`src/rtl/mmio_bus_ctrl.sv`:
```
// MMIO bus controller: registers one CPU access, broadcasts it to the
// peripherals and returns data or an error on a one-cycle cpu_ready pulse.
module mmio_bus_ctrl #(
  parameter int N_DEV   = 4,
  parameter int TIMEOUT = 16
) (
  input  logic                sys_clk,
  input  logic                rst_n,
  input  logic                cpu_req,
  input  logic                cpu_we,
  input  logic [31:0]         cpu_addr,
  input  logic [31:0]         cpu_wdata,
  output logic                cpu_ready,
  output logic [31:0]         cpu_rdata,
  output logic                cpu_err,
  output logic                mmio_read,
  output logic                mmio_write,
  output logic [31:0]         mmio_addr,
  output logic [31:0]         mmio_write_data,
  input  logic [N_DEV-1:0]    dev_work,
  input  logic [N_DEV-1:0]    dev_done,
  input  logic [32*N_DEV-1:0] dev_rdata
);

  localparam int SW = (N_DEV > 1) ? $clog2(N_DEV) : 1;
  localparam int CW = $clog2(TIMEOUT);

  typedef enum logic [1:0] {
    IDLE,
    ACCESS,
    RESP
  } state_t;

  state_t        state_q, state_d;
  logic [CW-1:0] cnt_q, cnt_d;
  logic [SW-1:0] sel_q, sel_d;

  logic          rd_d, wr_d;
  logic [31:0]   addr_d, wdata_d;
  logic          ready_d, err_d;
  logic [31:0]   rdata_d;

  logic          any_work;
  logic [SW-1:0] pick;
  logic          done_sel;
  logic [31:0]   rd_sel;

  // lowest index wins when several devices decode the same address
  always_comb begin
    any_work = |dev_work;
    pick     = '0;
    for (int i = N_DEV - 1; i >= 0; i--) begin
      if (dev_work[i]) pick = SW'(i);
    end
  end

  always_comb begin
    done_sel = 1'b0;
    rd_sel   = '0;
    for (int i = 0; i < N_DEV; i++) begin
      if (sel_q == SW'(i)) begin
        done_sel = dev_done[i];
        rd_sel   = dev_rdata[32*i +: 32];
      end
    end
  end

  always_comb begin
    state_d = state_q;
    cnt_d   = cnt_q;
    sel_d   = sel_q;
    rd_d    = mmio_read;
    wr_d    = mmio_write;
    addr_d  = mmio_addr;
    wdata_d = mmio_write_data;
    ready_d = 1'b0;
    err_d   = 1'b0;
    rdata_d = '0;
    unique case (state_q)
      IDLE: begin
        if (cpu_req) begin
          if (cpu_addr[1:0] != 2'b00) begin
            state_d = RESP;
            ready_d = 1'b1;
            err_d   = 1'b1;
          end else begin
            state_d = ACCESS;
            addr_d  = cpu_addr;
            wdata_d = cpu_wdata;
            rd_d    = ~cpu_we;
            wr_d    = cpu_we;
            cnt_d   = '0;
            sel_d   = '0;
          end
        end
      end
      ACCESS: begin
        cnt_d = cnt_q + CW'(1);
        if (cnt_q == '0) begin
          if (!any_work) begin
            state_d = RESP;
            ready_d = 1'b1;
            err_d   = 1'b1;
            rd_d    = 1'b0;
            wr_d    = 1'b0;
            addr_d  = '0;
            wdata_d = '0;
          end else begin
            sel_d = pick;
          end
        end else if (done_sel) begin
          state_d = RESP;
          ready_d = 1'b1;
          rdata_d = mmio_read ? rd_sel : '0;
          rd_d    = 1'b0;
          wr_d    = 1'b0;
          addr_d  = '0;
          wdata_d = '0;
        end else if (cnt_q == CW'(TIMEOUT - 1)) begin
          state_d = RESP;
          ready_d = 1'b1;
          err_d   = 1'b1;
          rd_d    = 1'b0;
          wr_d    = 1'b0;
          addr_d  = '0;
          wdata_d = '0;
        end
      end
      RESP: begin
        state_d = IDLE;
      end
      default: begin
        state_d = IDLE;
      end
    endcase
  end

  always_ff @(posedge sys_clk or negedge rst_n) begin
    if (!rst_n) begin
      state_q         <= IDLE;
      cnt_q           <= '0;
      sel_q           <= '0;
      mmio_read       <= 1'b0;
      mmio_write      <= 1'b0;
      mmio_addr       <= '0;
      mmio_write_data <= '0;
      cpu_ready       <= 1'b0;
      cpu_err         <= 1'b0;
      cpu_rdata       <= '0;
    end else begin
      state_q         <= state_d;
      cnt_q           <= cnt_d;
      sel_q           <= sel_d;
      mmio_read       <= rd_d;
      mmio_write      <= wr_d;
      mmio_addr       <= addr_d;
      mmio_write_data <= wdata_d;
      cpu_ready       <= ready_d;
      cpu_err         <= err_d;
      cpu_rdata       <= rdata_d;
    end
  end

endmodule

```
`config.mk`:
```
export PLATFORM = sky130hd
export DESIGN_NAME = mmio_bus_ctrl
export DESIGN_NICKNAME = d
export VERILOG_FILES = /design/src/rtl/mmio_bus_ctrl.sv
export SDC_FILE = /design/constraint.sdc
export NUM_CORES = 1
export LEC_CHECK = 0
export CORE_AREA = 2 2 119 121
export DETAILED_ROUTE_END_ITERATION = 8
export DIE_AREA = 0 0 121 123
export DONT_BUFFER_PORTS = 1
export SLEW_MARGIN = 10
export SYNTH_ARGS = -nofsm -noshare
export SYNTH_HDL_FRONTEND = slang
export SYNTH_SLANG_ARGS = --single-unit
export TNS_END_PERCENT = 50
```
`constraint.sdc`:
```
create_clock -name sys_clk -period 2.7 [get_ports sys_clk]
set_clock_uncertainty 0.05 [all_clocks]
set_input_delay 0.81 -clock sys_clk [delete_from_list [all_inputs] [get_ports sys_clk]]
set_output_delay 0.81 -clock sys_clk [all_outputs]
set_load 0.02 [all_outputs]
```
---- After elaboration in Yosys (flattened, before gate mapping) ----
Cells that the tools add are included.
cells by class
  add/subtract/negate cells ............... 1
  eq/ne operators ......................... 11
  multiplexer cells ....................... 61
  bitwise gates (word level) .............. 1
  reduce and logical (&&, ||, !) cells .... 10
operators by type and width
  operator                                                               count
  32-bit 2-to-1 mux                                                      16
  32-bit case mux with 2 select lines                                    2
  2-bit 2-to-1 mux                                                       14
  1-bit 2-to-1 mux                                                       20
  5-bit AND reduction                                                    2
  4-bit 2-to-1 mux                                                       2
  2-bit inequality test, second input constant                           4
  1-bit case mux with 2 select lines                                     4
  2-bit case mux with 2 select lines                                     2
  4-bit case mux with 2 select lines                                     1
  3-bit AND reduction                                                    2
  4-bit by 1-bit adder with 4-bit output, second input constant          1
  2-bit by 1-bit equality test with 1-bit output, second input constant  2
  2-bit equality test, second input constant                             2
  4-bit equality test, second input constant                             1
  2-bit logical NOT                                                      2
  4-bit logical NOT                                                      1
  4-bit inequality test, second input constant                           1
  2-bit nonzero test                                                     2
  4-bit OR reduction                                                     1
  3-bit inequality test, second input constant                           1
  1-bit inverter                                                         1
word-level totals
  register bits ........................... 108
  bits of input ports ..................... 204
  output and inout port bits .............. 100
  logic and storage cells ................. 94

---- Longest topological paths before layout ----
  depth after elaboration ................. 9
  gate-level depth with buffers ........... 8
  depth with buffers taken out ............ 6

---- Worst setup path after synthesis ----
OpenSTA, ideal clock, no wires.
  kind .................................... in2reg
  start ................................... in dev_done[3]
  end ..................................... reg mmio_addr[10]
  setup time .............................. 0.073 ns
  data arrival time ....................... 1.991 ns
  required time ........................... 2.577 ns
  setup slack ............................. 0.586 ns
  stages .................................. 6
  buffers on the path ..................... 2
  cells stage by stage .................... mux4_2 nor3_2 nor2_1 buf_6 buf_6 a21oi_2
between the ends
  longest elaborated chain between the ends .. 4
  elaborated cells on any way between the ends .. 6
  classes of those cells .................. eq/ne (1); mux (4); reduce/logical (1)
RTL lines
  what                                 RTL line  text
  start, declared                      21        input logic [N_DEV-1:0] dev_done,
  1-bit 2-to-1 mux *                   61        if (sel_q == SW'(i)) begin
  32-bit 2-to-1 mux                    111       end else if (done_sel) begin
  32-bit 2-to-1 mux                    99        if (cnt_q == '0) begin
  32-bit case mux with 2 select lines  79        unique case (state_q)
  end signal, assigned                 156       mmio_addr <= addr_d;
  end, declared                        18        output logic [31:0] mmio_addr,
Mark *: on every way between the ends. The rest lies on a longest branch, timed or not.
A chain may end at the register's enable or synchronous reset.

---- Final worst setup path ----
  start ................................... reg cnt_q[0]
  end ..................................... reg mmio_read
between the ends
  longest elaborated chain between the ends .. 3
  elaborated cells on any way between the ends .. 7
  classes of those cells .................. eq/ne (3); mux (2); reduce/logical (2)
RTL lines
  what                                                                                               RTL line  text
  start, declared                                                                                    35        logic [CW-1:0] cnt_q, cnt_d;
  start signal, assigned                                                                             152       cnt_q <= cnt_d;
  4-bit equality test / 4-bit logical NOT (equally long branches)                                    119, 99
  4-bit inequality test (no source line), or another cell as far along                               -
  5-bit AND reduction (no source line) / 1-bit case mux with 2 select lines (equally long branches)  -
  end signal, assigned                                                                               154       mmio_read <= rd_d;
  end, declared                                                                                      16        output logic mmio_read,
Parallel ways exist; a longest one is shown, timed or not.

==> results.md <==
- Crit end category: flip-flop
- Post-synthesis instance total: 447
- Kind of critical path: flip-flop to flip-flop
- Post-CTS setup repair buffer count: 0
- CORE AREA: 13,610 um2
- IO Port Bufs: 0
- Setup WS pre-CTS: 356.3 ps
- Max cap viols: 0
- Fraction of layout cells with a size suffix above 1: 27.35%
- Worst setup margin: 504.6 ps
- Final setup fails: 0
- DIE HEIGHT: 123 um
- Most common cell after layout, fill and taps aside: nand2_1
- Outcome: finished, final reports clean
- Post-Synth Simple-Gate Area: 16.08%
- Crit path DAT: 2410 ps
- Fin crit period: 2195 ps
- Number of global-route vias before repair: 3,547
- DRT antenna net count: 0
- Most frequent cells in the layout: 130 x nand2_1, 107 x dfrtp_1, 50 x a21oi_2, 34 x nor2b_1, 33 x mux4_2
- Mux contribution to synthesized area: 14.91%
- Xor/xnor share of the synthesized area: 0.1708%
- Final Hold Viols: 0
- Setup crit start: cnt_q[0]
- Placed Cells: 610
- Syn_nets: 653
- Mapped Area: 5129 um2
- Layout area overhead: 10.37%
- Post-place instance area: 5351 um2
- Critical Path RT: 2910 ps
- Power per standard cell area: 1089 nW/um2
- Root buffer cell: clkbuf_16
- Post-synthesis sequential area ratio: 52.70%
- Drt initial violations: 231
- Vias per cell: 5.372
- Yosys warning count: 0
- Max Transition Viols Final: 0
- Leak: 2.313 nW
- Area fraction in compound gates after synthesis: 11.91%
- Critical R2R Launch: cnt_q[0]
- Synthesized-area fraction occupied by adder cells: 0.4879%
- RePlAce Congestion: 0.8718
- IO Pins: 304
- Final std cells w/o fill: 627
- Fmax: 455.5 MHz
- Relative slew margins: 53.95%
- Die width: 121 um
- Avg WL per Cell: 21.71 um
- Clk_lat worst skew: 340 ps
- Period utilization: 81.31%
- Hold Buf Count CTS: 0
- Post-cts sizing count: 0
- Capturing point of the worst reg2reg path: mmio_read
- Worst hold path type: input port to async pin
- Total CTS buffers: 9
- R2R cell count: 7
- Fin area: 5660 um2
- Worst-path maximum fanout: 8
- Largest net degree at the start of global routing: 109
- Remaining Overflow, GRT: 0
- Sum Neg Setup Slack: 0 ps
- DP Wirelength: 10,200 um
- Register bit total from synthesis: 108
- Slew @ Worst Pin: 690.7 ps
- DRT Pass-1 Iters: 4
- Deepest clock path buffer count: 2
- First-pass GRT wire length: 19,660 um
- Detailed-route wire length: 13,620 um
- Worst R2R Setup Slack: 500 ps
- H-tree Lvls: 3
- Clk sinks: 108
- Nets: 647
- Die footprint: 14,880 um2
- RSZ-0062 raised after global routing: no
- Initial Utilization: 37.68%
- Via count: 3,368
- Max VDD drop: 0.3743 mV
- Row Count: 43
- CTS tree: built
- Clk slew on worst S/H paths: 70 ps
- Syn Area/Cell: 11.47 um2
- Drc violations: 0
- Gr usage total: 17.72%
- Largest family of logic cells by synthesized area: simple AND/OR/NAND/NOR gates
- Distinct cells, synth: 31
- Initial antenna violation count: 2
- Startpoint types: flip-flop
-- critical path, stage by stage (launching register included) --
cell and delay, ps:
dfrtp_1 420, inv_1 80, ha_1 150, or3b_2 460, o21ai_0 430, nor2_4 150, buf_4 180, a211oi_2 190
-- synthesized netlist by cell type, drive strengths merged --
cell type,instances,area (um2)
and3,1,6.260
mux4,33,743.2
nand2b,3,18.77
o21ai,9,45.04
a31oi,1,6.260
nor2b,34,212.7
o211ai,1,7.510
mux2i,1,10.01
and2,1,6.260
o211a,2,20.02
nand2,131,491.7
dfrtp,108,2703
ha,2,25.02
clkbuf,21,78.83
nor3b,2,15.01
xor2,1,8.760
or3b,1,8.760
nand3,2,10.01
a22o,1,8.760
o21a,1,7.510
nand4,1,6.260
nor2,7,26.28
mux2,1,11.26
nor3,1,10.01
buf,11,98.85
nor4,2,12.51
a211oi,1,12.51
inv,4,15.01
a21oi,63,503.0
-- worst max path at each step --
stage                              end  slack, ps  cells after the start
floorplan                mmio_addr[10]        590                      6
global placement             mmio_read        390                      5
detailed placement           mmio_read        360                      5
CTS                          mmio_read        500                      7
global route        mmio_write_data[3]        350                      7
finish                       mmio_read        500                      7
-- layer usage --
| metal | GRT usage (%) | vias to the layer above | part of all wire (%) |
|---|---|---|---|
| met2 | 29.85 | 193 | 51 |
| met4 | 5.814 | 2 | 1.6 |
| met3 | 10.15 | 17 | 13 |
| met5 | 0 | - | 0.095 |
| li1 | - | 1511 | - |
| met1 | 18.74 | 1645 | 34 |
-- kinds of logic after synthesis --
family / after synthesis
AO/OA/AOI/OAI: 79
adder cells (fa/ha/maj): 2
multiplexers: 35
XOR/XNOR: 1
flip-flops: 108
AND/OR/NAND/NOR: 186
buffers and inverters: 36
-- state kept, by name (all words and copies together), names as in the netlist --
signal           count
cnt_q                4
cpu_err              1
cpu_rdata           32
cpu_ready            1
mmio_addr           32
mmio_read            1
mmio_write           1
mmio_write_data     32
sel_q                2
state_q              2
-- per-stage QoR --
step,hold slack [ps],power [mW],util [%]
floorplan,451.2,4.455,-
global route,74.52,6.554,41.58
CTS,84.59,6.251,41.57
detailed placement,466.9,4.873,39.31
finish,102.3,6.166,41.58
global placement,466.8,4.788,39.31
-- final cells by class --
cell class	instances	area, um2
Multi-Input combinational cell	303	2245
Tap cell	180	225.2
Clock inverter	7	81.33
Clock buffer	9	225.2
Timing Repair Buffer	15	162.7
Inverter	4	15.01
Fill cell	1306	7951
Sequential cell	108	2704
Antenna cell	1	2.502
-- report_power, final --
group	switching (mW)	leakage (nW)	internal (mW)
Sequential	0.924	1.44	2.10
Clock	0.624	0.141	0.733
Combinational	0.880	0.729	0.903
Total	2.43	2.31	3.74
Power figures use the tool's default switching activity.
